**src/rtl/gps_pkg.sv**
```systemverilog
// Shared definitions for the GPS serial path: frame width, line rate and receiver FSM encoding.
package gps_pkg;

  localparam int unsigned GpsB          = 8;
  localparam int unsigned GpsClockHz    = 100_000_000;
  localparam int unsigned GpsBaud       = 9600;
  localparam int unsigned GpsOversample = 16;

  localparam int unsigned S_Size = 3;

  typedef enum logic [S_Size-1:0] {
    StIdle  = 3'd0,
    StStart = 3'd1,
    StData  = 3'd2,
    StStop  = 3'd3,
    StBreak = 3'd4
  } rx_state_e;

  // Clocks per oversample tick, rounded to nearest.
  function automatic int unsigned baud_divisor(input int unsigned clock_hz,
                                               input int unsigned baud,
                                               input int unsigned oversample);
    int unsigned ticks_per_sec;
    ticks_per_sec = baud * oversample;
    return (clock_hz + ticks_per_sec / 2) / ticks_per_sec;
  endfunction

endpackage

```
**src/rtl/baud_tick_generator.sv**
```systemverilog
// Oversample tick source; held at phase zero while disabled so ticks align to the enabling edge.
module baud_tick_generator
  import gps_pkg::*;
#(
  parameter int unsigned ClockHz    = GpsClockHz,
  parameter int unsigned Baud       = GpsBaud,
  parameter int unsigned Oversample = GpsOversample
) (
  input  logic clock,
  input  logic reset,
  input  logic enable,
  output logic tick
);

  localparam int unsigned Divisor = baud_divisor(ClockHz, Baud, Oversample);
  localparam int unsigned CntW    = (Divisor > 1) ? $clog2(Divisor) : 1;
  localparam logic [CntW-1:0] LastCnt = CntW'(Divisor - 1);

  logic [CntW-1:0] cnt_q, cnt_d;

  always_comb begin
    cnt_d = '0;
    if (enable && (cnt_q != LastCnt)) begin
      cnt_d = cnt_q + 1'b1;
    end
  end

  always_ff @(posedge clock or posedge reset) begin
    if (reset) begin
      cnt_q <= '0;
    end else begin
      cnt_q <= cnt_d;
    end
  end

  assign tick = enable && (cnt_q == LastCnt);

endmodule

```
**src/rtl/uart_byte_receiver.sv**
```systemverilog
// 8N1 UART deserialiser with 16x oversampled mid-bit sampling, false-start and framing-error detection.
module uart_byte_receiver
  import gps_pkg::*;
#(
  parameter int unsigned B          = GpsB,
  parameter int unsigned ClockHz    = GpsClockHz,
  parameter int unsigned Baud       = GpsBaud,
  parameter int unsigned Oversample = GpsOversample
) (
  input  logic         clock,
  input  logic         reset,
  input  logic         rx,
  output logic         load,
  output logic [B-1:0] data,
  output logic         frame_error,
  output logic         busy
);

  localparam int unsigned SampleW = $clog2(Oversample);
  localparam int unsigned BitW    = $clog2(B + 1);
  localparam logic [SampleW-1:0] MidSample  = SampleW'(Oversample / 2 - 1);
  localparam logic [SampleW-1:0] LastSample = SampleW'(Oversample - 1);
  localparam logic [BitW-1:0]    LastBit    = BitW'(B);

  logic sync1_q, rx_s_q, rx_prev_q;

  always_ff @(posedge clock or posedge reset) begin
    if (reset) begin
      sync1_q   <= 1'b1;
      rx_s_q    <= 1'b1;
      rx_prev_q <= 1'b1;
    end else begin
      sync1_q   <= rx;
      rx_s_q    <= sync1_q;
      rx_prev_q <= rx_s_q;
    end
  end

  rx_state_e          state_q;
  logic [SampleW-1:0] sample_cnt_q;
  logic [BitW-1:0]    bit_cnt_q;
  logic [B-1:0]       shift_q;
  logic [B-1:0]       data_q;
  logic               load_q, frame_error_q;
  logic               tick, mid_bit, bit_end;

  assign busy = (state_q != StIdle);

  baud_tick_generator #(
    .ClockHz   (ClockHz),
    .Baud      (Baud),
    .Oversample(Oversample)
  ) u_baud_tick_generator (
    .clock (clock),
    .reset (reset),
    .enable(busy),
    .tick  (tick)
  );

  assign mid_bit = tick && (sample_cnt_q == MidSample);
  assign bit_end = tick && (sample_cnt_q == LastSample);

  always_ff @(posedge clock or posedge reset) begin
    if (reset) begin
      state_q       <= StIdle;
      sample_cnt_q  <= '0;
      bit_cnt_q     <= '0;
      shift_q       <= '0;
      data_q        <= '0;
      load_q        <= 1'b0;
      frame_error_q <= 1'b0;
    end else begin
      load_q        <= 1'b0;
      frame_error_q <= 1'b0;
      if (tick) begin
        sample_cnt_q <= bit_end ? '0 : sample_cnt_q + 1'b1;
      end
      unique case (state_q)
        StIdle: begin
          if (rx_prev_q && !rx_s_q) begin
            state_q      <= StStart;
            sample_cnt_q <= '0;
            bit_cnt_q    <= '0;
          end
        end
        StStart: begin
          if (mid_bit && rx_s_q) begin
            state_q <= StIdle;
          end else if (bit_end) begin
            state_q <= StData;
          end
        end
        StData: begin
          // Line is LSB first: each new bit enters at the MSB and walks down.
          if (mid_bit) begin
            shift_q   <= B'({rx_s_q, shift_q} >> 1);
            bit_cnt_q <= bit_cnt_q + 1'b1;
          end
          if (bit_end && (bit_cnt_q == LastBit)) begin
            state_q <= StStop;
          end
        end
        StStop: begin
          // Leave at mid-stop so a start bit with no idle gap is still caught.
          if (mid_bit) begin
            if (rx_s_q) begin
              data_q  <= shift_q;
              load_q  <= 1'b1;
              state_q <= StIdle;
            end else begin
              frame_error_q <= 1'b1;
              state_q       <= StBreak;
            end
          end
        end
        StBreak: begin
          if (rx_s_q) begin
            state_q <= StIdle;
          end
        end
        default: state_q <= StIdle;
      endcase
    end
  end

  assign load        = load_q;
  assign data        = data_q;
  assign frame_error = frame_error_q;

endmodule

```
**config.mk**
```make
export PLATFORM = sky130hd
export DESIGN_NAME = uart_byte_receiver
export DESIGN_NICKNAME = d
export VERILOG_FILES = /design/src/rtl/gps_pkg.sv /design/src/rtl/baud_tick_generator.sv /design/src/rtl/uart_byte_receiver.sv
export SDC_FILE = /design/constraint.sdc
export NUM_CORES = 1
export LEC_CHECK = 0
export ABC_AREA = 1
export BUFFER_PORTS_ARGS = -buffer_cell sky130_fd_sc_hd__buf_4
export CORE_AREA = 2 2 90 92
export DETAILED_ROUTE_END_ITERATION = 10
export DIE_AREA = 0 0 92 94
export PLACE_DENSITY = 0.46
export SYNTH_ARGS = -nofsm -noshare
export SYNTH_HDL_FRONTEND = slang
export SYNTH_SLANG_ARGS = --single-unit
```
**constraint.sdc**
```tcl
create_clock -name clock -period 1.8 [get_ports clock]
set_input_delay 0.18 -clock clock [delete_from_list [all_inputs] [get_ports clock]]
set_output_delay 0.18 -clock clock [all_outputs]
set_load 0.05 [all_outputs]
```
# After elaboration in Yosys (flattened, before gate mapping)
# Cells that the tools add are included.
# totals
register_bits,42
output_inout_bits,11
# op_classes
addsub,3
n_eq_ne,15
mux,22
n_reduce_logical,15
# ops
op,n
4-bit two-way mux,6
3-bit two-way mux,7
3-bit case mux with 5 select lines,1
10-bit by 1-bit adder with 10-bit output (second input constant),1
10-bit equality test (second input constant),1
10-bit two-way mux,1
10-bit inequality test (second input constant),1
2-bit inequality test (second input constant),5
4-bit by 1-bit adder with 4-bit output (second input constant),2
4-bit equality test (second input constant),2
4-bit case mux with 2 select lines,1
1-bit logical AND,7
3-bit by 2-bit equality test with 1-bit output (second input constant),2
1-bit two-way mux,6
3-bit AND reduction,2
5-bit AND reduction,1
4-bit by 3-bit equality test with 1-bit output (second input constant),1
3-bit by 1-bit equality test with 1-bit output (second input constant),1
3-bit equality test (second input constant),1
3-bit zero test,1
3-bit inequality test (second input constant),1
3-bit nonzero test,1
2-bit AND reduction,1
2-bit nonzero test,1
1-bit zero test,1

# Depth between registers and ports, before layout
# logic_depth
word_depth,7
ltp_mapped,13
mapped_depth_nobuf,13

# Hierarchy
# Synthesis repeated with hierarchy kept, for this count alone.
# hier_totals
cells_unflattened,236
hier_area_um2,2124.5
# by_module_without_submodules
module,n_inst,cells_per_inst,area_per_inst_um2
uart_byte_receiver,1,159,1527.7
baud_tick_generator,1,77,596.8

# Worst setup path after synthesis
# Ideal clock, no wire load.
# synth_path
path_kind,reg-to-reg
from,register u_baud_tick_generator.cnt_q[0]
to,register data_q[1] (netlist: data[1])
setup_time_ns,0.119
t_arrival_ns,1.531
required_ns,1.681
path_slack_ns,0.150
path_stages_with_launch,13
synth_period_minus_slack_ns,1.650
path_cell_list,dfrtp_1 -> inv_1 -> ha_1 -> inv_1 -> nor2_2 -> nand3_2 -> nor2_4 -> nand3_4 -> clkinv_2 -> nand3_4 -> buf_6 -> nand2_2 -> o21ai_2
# synth_via
elab_chain_len,4
# synth_rtl
item,line,source
"start, declared",baud_tick_generator.sv:19,"logic [CntW-1:0] cnt_q, cnt_d;"
"start signal, assigned",baud_tick_generator.sv:32,cnt_q <= cnt_d;
10-bit equality test,baud_tick_generator.sv:36,assign tick = enable && (cnt_q == LastCnt);
1-bit logical AND,baud_tick_generator.sv:36,
1-bit logical AND,uart_byte_receiver.sv:60,assign mid_bit = tick && (sample_cnt_q == MidSample);
3-bit AND reduction (no source line),--,
"end signal, assigned",uart_byte_receiver.sv:107,data_q <= shift_q;
"end, declared",uart_byte_receiver.sv:43,logic [B-1:0] data_q;
# Every way passes these cells.
# A chain may end at the register's enable or synchronous reset.

# Worst setup path in the final report
# layout_path
from,register u_baud_tick_generator.cnt_q[0]
to,register shift_q[1]
# layout_via
elab_chain_len,4
# layout_rtl
item,line,source
10-bit equality test,baud_tick_generator.sv:36,
1-bit logical AND,baud_tick_generator.sv:36,
1-bit logical AND,uart_byte_receiver.sv:60,
2-bit AND reduction (no source line),--,
"end signal, assigned",uart_byte_receiver.sv:96,"shift_q <= B'({rx_s_q, shift_q} >> 1);"
"end, declared",uart_byte_receiver.sv:42,logic [B-1:0] shift_q;
# Every way passes these cells.

==> impl_results.md <==
- Vias: 1529
- Clock Pin Slew Worst Setup and Hold Paths: 90 ps
- Final hold viol count: 0
- Post-Syn Area: 0.002088 mm^2
- GRT met2 Usage: 0.1397
- Avg Synthesized Cell Area: about 9 um^2
- PwrDens: 1030 mW/mm^2
- Insertion delay to the later sink of the worst-skew pair: 300 ps
- CP Cell Sequence: inv_1 -> ha_2 -> inv_2 -> nor2_2 -> nand3_2 -> nor2_4 -> nand3_4 -> nor2_8 -> buf_6 -> buf_6 -> nand2_1 -> o21ai_1
- Area of placed instances: ~0.0023 mm^2
- Syn Nets: 240
- Gr usage total: 0.09888
- Boundary pin count: 14
- Max-cap violations: 0
- Met1 usage: 0.1426
- Wirelength per Cell: 11.01 um
- Largest net degree at the start of global routing: 24
- Top-area cell type share of the netlist area: 0.4673
- Post-route insts no fill: 362
- Outcome: finished clean
- Top-count cell post-synth: nand2_1
- Share of layout cells above drive strength 1: 0.2769
- Final wirelength: 3.984 mm
- Synth Instances: 232
- Ys Warns: 0
- Overflow after GRT: 0
- Post-route design area: 0.002564 mm^2
- GRT met3 Usage: 0.02087
- Initial core utilization: 0.2745
- HPWL Detailed: 2.785 mm
- Final-report max-slew violation count: 0
- Critical-path top delay cell: dfrtp_1
- Post-layout minimum cycle time: 1732 ps
- Critical path's most frequent cell: buf_6
- Crit path DAT: 1970 ps
- DRT iter0 DRCs: between 40 and 50
- DRC violations left: 0
- LEAKAGE: 0.001191 uW
- Post-synth EDFFs: 0
- Number of global-route vias before repair: 1422
- Unrepaired setup endpoints after global routing: true
- Distinct cells, synth: 30
- Synth top cells by count: 53 x nand2_1, 39 x dfrtp_1, 28 x inv_1
- Global-route wire length before repair: 6.789 mm
- Sequential area share after synthesis: 0.5051
- Top_reg_cell synth: dfrtp_1
- Synth area leaders: dfrtp_1 47%, nand2_1 9.5%, inv_1 5.0%, dfstp_2 3.8%, nor2_1 3.6%
- Ant diodes: 0
- Die ar.: 0.008648 mm^2
- CTS tree: done
- IO Port Bufs: 13
- # clock sinks: 42
- Root Buffer: clkbuf_8
- P&R area growth vs syn: 22.77%
- Startpoint Class: flip-flop
- GPL Wtd Cong: slightly above 0.7
- Vias per inst: 4.224
- CP endpoint kind: flip-flop
- Max Root-Sink Buffers: 2
- Worst-path maximum fanout: 6
- DRT antenna net count: 0
- Fillers: 830
- CTS buffer count: 5
- Worst Tran Pin Value: 784.6 ps
- Hold WC Path Type: flip-flop to flip-flop
- Clock skew: 5.265 ps
- Slew HR: 0.4737
- WP data required: 2030 ps
- Achievable Freq: 577.3 MHz
- WP buf/inv: 4
- Initial antenna violation count: 0
- Die Span Y: 94 um
- Fin nets: 267
- Worst setup path class: flip-flop to flip-flop
- Placement Rows: 32
- CTS H-tree lvls: 2
- Largest area contributor in the netlist: dfrtp_1
- Crit path max-delay family: simple AND/OR/NAND/NOR gates
- Layer with the highest usage: met1
- Post-synthesis sequential element count: 42
- Placed insts: 348
- Period utilization: 0.9624
- Max stage delay on crit path: 380 ps
- Final Setup Violations: 0
- Max IR drop VDD: 0.3863 mV
- Drt first pass iters: 4
- Die W: 92 um
- Core area: 0.007607 mm^2
- Asr flop ratio synth: 1.000
[timing repair]
item / 4_1_cts / 5_1_grt
setup endpoints to repair: 0 / 17
setup buffers: 0 / 3
hold endpoints to repair: 17 / 0
hold buffers: 2 / 0
resized for setup: 0 / 20
[power breakdown]
group	internal (uW)	switching (uW)	leakage [uW]	total, uW
registers	1010	74.1	0.000568	1090
logic	213	438	0.000555	650
clock network	556	346	0.0000683	902
total	1780	858	0.00119	2640
[worst reg2reg max path, stage by stage (launching register included)]
cell and delay, ps:
dfrtp_1 380, inv_1 60, ha_2 190, inv_2 40
nor2_2 80, nand3_2 90, nor2_4 180, nand3_4 140
nor2_8 200, buf_6 140, buf_6 90, nand2_1 40
o21ai_1 60
[per-layer routing]
metal	up-vias	wire length, um
met4	0	90
met3	5	105
met1	705	2089
li1	801	-
met5	-	0
met2	18	1699
[per-stage QoR]
stage	hold WS [ps]	worst slack, ps	TNS [ps]	utilization	total power (uW)
after floorplan	184.5	150.1	0	-	1589
after global placement	281.2	88.71	0	0.3061	1742
after detailed placement	281.5	65.44	0	0.3061	1741
after CTS	353.2	51.88	0	0.3268	2656
after global routing	365.9	-83.18	-513.2	0.3370	2809
final	355.1	67.69	0	0.3370	2641
[flip-flops by register name, indices dropped and copies added (netlist names), 3 cells and up]
signal                       flops
data                             8
shift_q                          8
bit_cnt_q                        4
sample_cnt_q                     4
u_baud_tick_generator.cnt_q     10
state_q                          3
[path summary, 6_finish.rpt]
| check | from | to | slack (ps) | depth (start not counted) |
|---|---|---|---|---|
| min reg2reg | sync1_q | rx_s_q | 360 | 0 |
| max | u_baud_tick_generator.cnt_q[0] | shift_q[1] | 70 | 12 |
| min in group asynchronous | reset | bit_cnt_q[2] | 480 | 3 |
| max reg2reg | u_baud_tick_generator.cnt_q[0] | shift_q[1] | 70 | 12 |
| min | sync1_q | rx_s_q | 360 | 0 |
| max in group asynchronous | reset | frame_error | 800 | 4 |
[layout by cell type (no fill, tap or decap), drive strengths merged]
master,instances
a21oi,9
and3,1
buf,20
bufinv,2
clkbuf,5
clkinv,3
dfrtp,39
dfstp,3
dlygate4sd3,2
ha,5
inv,30
nand2,56
nand3,16
nand3b,2
nand4,2
nor2,28
nor3,9
nor3b,5
o21ai,22
o22ai,1
[kinds of logic (layout without fill, tap and decap cells)]
logic type / count (synthesis) / count (layout) / synth area share
buf+inv: 35 / 62 / 0.07129
simple gates: 118 / 119 / 0.3038
flops: 42 / 42 / 0.5051
fa+ha+maj: 5 / 5 / 0.02996
compound gates: 32 / 32 / 0.08987
[cell type report]
type,instances,area (um^2),share of cell area
inverter,32,121.4,0.04734
sequential,42,1055,0.4114
clock buffer,5,68.82,0.02684
clock inverter,3,68.82,0.02684
multi-input combinational,156,928.4,0.3621
timing repair buffer,22,193.9,0.07565
tap,102,127.6,0.04978
No activity file was read; power rests on OpenSTA's default activity.
